**config.mk**
```make
export PLATFORM = sky130hd
export DESIGN_NAME = result_writer_flat
export DESIGN_NICKNAME = d
export VERILOG_FILES = /design/src/rtl/result_writer_if.sv /design/src/rtl/result_writer.sv /design/src/flat_wrapper.sv
export SDC_FILE = /design/constraint.sdc
export NUM_CORES = 1
export LEC_CHECK = 0
export ABC_AREA = 1
export ABC_CLOCK_PERIOD_IN_PS = 1300
export BUFFER_PORTS_ARGS = -buffer_cell sky130_fd_sc_hd__buf_2
export CAP_MARGIN = 5
export CORE_MARGIN = 2
export CORE_UTILIZATION = 46
export CTS_CLUSTER_DIAMETER = 80
export CTS_CLUSTER_SIZE = 24
export DETAILED_ROUTE_END_ITERATION = 8
export PLACE_DENSITY = 0.77
export SYNTH_ARGS = -nofsm -noshare
export SYNTH_HDL_FRONTEND = slang
export SYNTH_SLANG_ARGS = --single-unit
```
**constraint.sdc**
```tcl
create_clock -name clk -period 1.3 [get_ports clk]
set_clock_uncertainty 0.1 [all_clocks]
set_input_delay 0.195 -clock clk [delete_from_list [all_inputs] [get_ports clk]]
set_output_delay 0.195 -clock clk [all_outputs]
set_load 0.02 [all_outputs]
```
**src/rtl/result_writer_if.sv**
```systemverilog
// Product-in / RAM-port-A bundle for result_writer.
// master = result_writer side, slave = multiplier + RAM side.
interface result_writer_if #(
    parameter int DATA_W = 32,
    parameter int ADDR_W = 3
);
    logic              prod_valid;
    logic [DATA_W-1:0] prod;
    logic              en;
    logic [0:0]        wea;
    logic [ADDR_W-1:0] addra;
    logic [DATA_W-1:0] dina;

    modport master (
        input  prod_valid,
        input  prod,
        output en,
        output wea,
        output addra,
        output dina
    );

    modport slave (
        output prod_valid,
        output prod,
        input  en,
        input  wea,
        input  addra,
        input  dina
    );
endinterface

```
**src/rtl/result_writer.sv**
```systemverilog
// Captures multiplier products into result RAM slots 0..DEPTH-1.
// Optional macro RESULT_CHECKSUM_EN adds an XOR checksum output.
module result_writer #(
    parameter int DATA_W = 32,
    parameter int ADDR_W = 3,
    parameter int DEPTH  = 6
) (
    input  logic                clk,
    input  logic                rst,
    input  logic                start_stop,
    result_writer_if.master     bus,
`ifdef RESULT_CHECKSUM_EN
    output logic [DATA_W-1:0]   checksum,
`endif
    output logic                done,
    output logic [ADDR_W:0]     wr_count
);

    typedef enum logic [1:0] {
        IDLE = 2'd0,
        RUN  = 2'd1,
        DONE = 2'd2
    } state_t;

    localparam logic [ADDR_W-1:0] LAST = ADDR_W'(DEPTH - 1);
    localparam logic [ADDR_W:0]   ONE  = (ADDR_W + 1)'(1);

    state_t            state;
    logic [ADDR_W-1:0] wr_ptr;

    // Run control and registered RAM port; last slot parks the pointer.
    always_ff @(posedge clk) begin
        if (rst) begin
            state     <= IDLE;
            wr_ptr    <= '0;
            wr_count  <= '0;
            done      <= 1'b0;
            bus.en    <= 1'b0;
            bus.wea   <= 1'b0;
            bus.addra <= '0;
            bus.dina  <= '0;
`ifdef RESULT_CHECKSUM_EN
            checksum  <= '0;
`endif
        end else begin
            bus.en  <= 1'b0;
            bus.wea <= 1'b0;
            unique case (state)
                IDLE: begin
                    if (start_stop) begin
                        state    <= RUN;
                        wr_ptr   <= '0;
                        wr_count <= '0;
                        done     <= 1'b0;
`ifdef RESULT_CHECKSUM_EN
                        checksum <= '0;
`endif
                    end
                end
                RUN: begin
                    if (!start_stop) begin
                        state <= IDLE;
                    end else if (bus.prod_valid) begin
                        bus.en    <= 1'b1;
                        bus.wea   <= 1'b1;
                        bus.addra <= wr_ptr;
                        bus.dina  <= bus.prod;
                        wr_count  <= wr_count + ONE;
`ifdef RESULT_CHECKSUM_EN
                        checksum  <= checksum ^ bus.prod;
`endif
                        if (wr_ptr == LAST) begin
                            state <= DONE;
                        end else begin
                            wr_ptr <= wr_ptr + 1'b1;
                        end
                    end
                end
                DONE: begin
                    if (!start_stop) begin
                        state <= IDLE;
                        done  <= 1'b0;
                    end else begin
                        done  <= 1'b1;
                    end
                end
                default: begin
                    state <= IDLE;
                end
            endcase
        end
    end

endmodule

```
**src/flat_wrapper.sv**
```systemverilog
// flat-port wrapper written by rule: the top's interface ports become plain ports
module result_writer_flat 
#(
    parameter int DATA_W = 32,
    parameter int ADDR_W = 3,
    parameter int DEPTH  = 6
)
  (clk, rst, start_stop, done, wr_count, bus_prod_valid, bus_prod, bus_en, bus_wea, bus_addra, bus_dina);
  result_writer_if #(.DATA_W(DATA_W), .ADDR_W(ADDR_W)) bus_i ();
  input  logic clk;
  input  logic rst;
  input  logic start_stop;
  output logic done;
  output logic [ADDR_W:0] wr_count;
  input wire logic [$bits(bus_i.prod_valid)-1:0] bus_prod_valid;
  input wire logic [$bits(bus_i.prod)-1:0] bus_prod;
  output wire logic [$bits(bus_i.en)-1:0] bus_en;
  output wire logic [$bits(bus_i.wea)-1:0] bus_wea;
  output wire logic [$bits(bus_i.addra)-1:0] bus_addra;
  output wire logic [$bits(bus_i.dina)-1:0] bus_dina;
  assign bus_i.prod_valid = bus_prod_valid;
  assign bus_i.prod = bus_prod;
  assign bus_en = bus_i.en;
  assign bus_wea = bus_i.wea;
  assign bus_addra = bus_i.addra;
  assign bus_dina = bus_i.dina;
  result_writer #(.DATA_W(DATA_W), .ADDR_W(ADDR_W), .DEPTH(DEPTH)) u_core (.clk(clk), .rst(rst), .start_stop(start_stop), .bus(bus_i), .done(done), .wr_count(wr_count));
endmodule
```
# Word-level counts from Yosys, hierarchy flattened
# Cells that the tools add are included.
dict set report classes {
  add_sub_neg 2
  mul 0
  div_mod_pow 0
  magnitude_cmp 0
  n_eq_ne 10
  shifts 0
  muxes 19
  bitwise 2
  n_reduce_logical 9
}
# cell n
set ops {}
lappend ops {{$mux 3} 4}
lappend ops {{$mux 4} 3}
lappend ops {{$mux 2} 5}
lappend ops {{$ne 2x2->1 const B} 5}
lappend ops {{$pmux 4 s2} 1}
lappend ops {{$reduce_and 4->1} 2}
lappend ops {{$pmux 2 s3} 1}
lappend ops {{$pmux 3 s2} 1}
lappend ops {{$reduce_and 5->1} 1}
lappend ops {{$add 4x1->4 const B} 1}
lappend ops {{$reduce_bool 2->1} 2}
lappend ops {{$add 3x1->3 const B} 1}
lappend ops {{$eq 3x3->1 const B} 1}
lappend ops {{$mux 1} 3}
lappend ops {{$ne 3x2->1 const B} 1}
lappend ops {{$ne 3x3->1 const B} 1}
lappend ops {{$reduce_and 3->1} 1}
lappend ops {{$reduce_or 3->1} 1}
lappend ops {{$eq 2x1->1 const B} 1}
lappend ops {{$eq 2x2->1 const B} 1}
lappend ops {{$logic_not 2->1} 1}
lappend ops {{$not 1->1} 2}
lappend ops {{$pmux 1 s2} 1}
lappend ops {{$reduce_and 2->1} 1}
dict set report totals {
  regBits 46
  latchBits 0
  ram_bits 0
  romBits 0
  in_bits 36
  out_inout_bits 42
  elab_cells 49
  mem_count 0
}

# Depth between registers and ports, before layout
dict set report depth {
  depth_word 5
  depth_mapped 9
}

# Least setup slack after synthesis
# No wires, ideal clock.
dict set report synth_timing {
  path_kind {register to register}
  start {reg u_core.state[1]}
  end {reg u_core.bus.dina[5]}
  setup_time_ps 116
  t_arrival_ps 995
  t_required_ps 1084
  path_slack_ps 90
  path_stages_with_launch 8
  path_buffers 2
  cell_sequence {dfxtp_1 inv_2 nand2_2 nor2_2 buf_4 buf_6 o21ai_0 nor2_1}
}
dict set report synth_via {
  elab_chain_len 2
}
# element line_no
set synth_lines {}
lappend synth_lines {{start, declared} result_writer.sv:28} ;# state_t state;
lappend synth_lines {{start signal, assigned} result_writer.sv:34} ;# state <= IDLE;
lappend synth_lines {{start signal, assigned} result_writer.sv:51} ;# state <= RUN;
lappend synth_lines {{start signal, assigned} result_writer.sv:62} ;# state <= IDLE;
lappend synth_lines {{$eq 2x1->1} result_writer.sv:48} ;# unique case (state)
lappend synth_lines {{$reduce_and 3->1 (no source line)} -}
lappend synth_lines {{end signal, assigned} result_writer.sv:67} ;# bus.dina <= bus.prod;
lappend synth_lines {{end, declared} result_writer_if.sv:20} ;# output dina
# Every way passes these cells.
# A chain may end at the register's enable or synchronous reset.

# Worst setup path in the final report
dict set report layout_timing {
  start {reg u_core.state[1]}
  end {reg u_core.bus.dina[29]}
}
# Same word-level chain as after synthesis.

==> reports/results.tsv <==
metric	value	unit
path_class	flop to flop	
gp_congestion	0.8222	
powerDensity	1124	nW/µm²
rows	22	
cts_buffer_depth	2	
hold_path_depth	3	
fin_tns_setup	0	ns
cp-start-kind	flop	
fin_util	65.00	%
final.min_clock_period	1.224	ns
arrival	1.32	ns
cp_max_fo	25	
crit_required	1.40	ns
dp_slack	0.02185	ns
postRouteAntennaNets	0	
ir_drop	0.8976	mV
fmax	817.1	MHz
cts-root-buf	clkbuf_8	
htreeDepth	2	
synth_cells	233	
io_pins	78	
firstDrtPassIters	4	
fin_ws	0.07620	ns
syn2layout_area_growth	35.09	%
syn_area	1762	µm²
setup_viol	0	
port_buffers	77	
clk_pin_slew	0.09	ns
synth.top_cell.area_share	52.27	%
drive_above_1_share	33.96	%
grt_usage	19.79	%
grt_pass1_wl	6492	µm
post-route-period-util	94.14	%
cts_tree	yes	
grt_max_degree	26	
grt_pass1_vias	1517	
clkLatencyLatePin	0.30	ns
nNetsFinal	356	
core_area	3661	µm²
yosys-top-cells-area	dfxtp_1 52%, nor2_1 17%, o21ai_0 8.5%	
syn_nets	272	
vias	1775	
p_leak	1.239	nW
run_status	complete, no violations	
dp.cells	353	
worstHoldPathType	input port to flop	
drtIter0Drc	81	
dpl.hpwl	2785	µm
cts_made_buffers	5	
final-hold-violation-count	0	
cts.sinks	46	
yosys.area.top_type	dfxtp_1	
max_slew_margin	84.06	%
yosysWarnings	0	
ys_ff_latch	46	
antenna_found_initial	0	
viasPerCell	4.850	
endpoint_kind	flop	
die-area	4341	µm²
reg2regPathDepth	6	
wirelength	4140	µm
drc	0	
final_cell_mix	77 x nor2_1, 77 x buf_2, 42 x dfxtp_1	
post_drt_wl_per_cell	11.31	µm
yosysSeqAreaShare	52.27	%
antenna_cells	0	
postSynthAreaPerCell	7.561	µm²
drv_cap	0	
synth_cell_types	20	
stdcell_count	366	
die_w	65.89	µm
worst_pin_slew	0.2372	ns
die_h	65.89	µm
overflow	0	
maxSlewViolCount	0	
initial_core_util	48.12	%
## timing repair
| action | CTS | global route |
|---|---|---|
| setup endpoints to repair | 0 | 40 |
| endpoints found under the hold margin | 3 | 0 |
| buffers inserted | 0 | 1 |
| hold buffers | 3 | 0 |
| resized for setup | 0 | 16 |
## state kept, by name, summed over array words and instances (netlist names)
name / cells
u_core.bus.dina: 32
u_core.bus.wea: 1
u_core.bus.addra: 3
u_core.wr_ptr: 3
u_core.wr_count: 4
u_core.done: 1
u_core.state: 2
## critical path, cell delays in order (launching register included)
cell     delay, ns
dfxtp_2       0.39
inv_4         0.06
nand2_2       0.11
nor2_4        0.06
buf_12        0.15
o21ai_0       0.19
nor2_1        0.07
## logic make-up after synthesis
group / share of synthesized area (%)
flip-flops: 52.27
buffers and inverters: 6.746
AND/OR/NAND/NOR: 25.64
AO/OA/AOI/OAI: 13.21
adder cells (fa/ha/maj): 2.131
## final cells by class
cell class                      count  area, µm²
Inverter                           12      47.55
Tap cell                           48      60.06
Fill cell                         321       1281
Clock buffer                        5      68.82
Clock inverter                      3      21.27
Multi-Input combinational cell    163      737.0
Sequential cell                    46      925.9
Timing Repair Buffer               89      519.2
## power breakdown
group          switching [mW]  internal (mW)  total, mW
Combinational           0.191          0.135      0.326
Sequential             0.0276           1.46       1.49
Clock                   0.486          0.378      0.863
Total                   0.704           1.97       2.68
## per-stage QoR
step | area (µm²) | hold slack (ns) | total power, mW
floorplan | 1762 | 0.1641 | 1.688
global placement | 2211 | 0.3141 | 1.819
detailed placement | 2211 | 0.3224 | 1.824
CTS | 2331 | 0.0001743 | 2.695
global route | 2380 | 0.001015 | 2.812
finish | 2380 | 0.006750 | 2.675
## synth_stat cells
cell type  count
clkbuf_2       1
nor3_1         2
inv_2          1
nand3_1        9
nand2_2        1
o21ai_1        8
o21ai_0       30
nor2_2         2
clkbuf_1       3
buf_4          2
buf_6          2
a21oi_1        7
o211ai_1       1
buf_2          4
ha_1           3
nor2_1        78
nand2_1       21
nand4_1        1
inv_1         11
dfxtp_1       46
## per-layer routing
metal  wire length, µm  GRT usage (%)  share of wire, %
met5                 0              0                 0
met4                45          7.813               1.1
met3               321          6.985               7.8
met2              1854          33.46                45
met1              1918          22.70                46
## worst paths after layout
path	startpoint	end	slack [ns]
setup / recovery	u_core.state[1]	u_core.bus.dina[29]	0.08
hold / removal	bus_prod[13]	u_core.bus.dina[13]	0.007
setup reg to reg	u_core.state[1]	u_core.bus.dina[29]	0.08
hold reg to reg	u_core.wr_ptr[1]	u_core.bus.addra[1]	0.38
(Power assumes the default switching activity.)
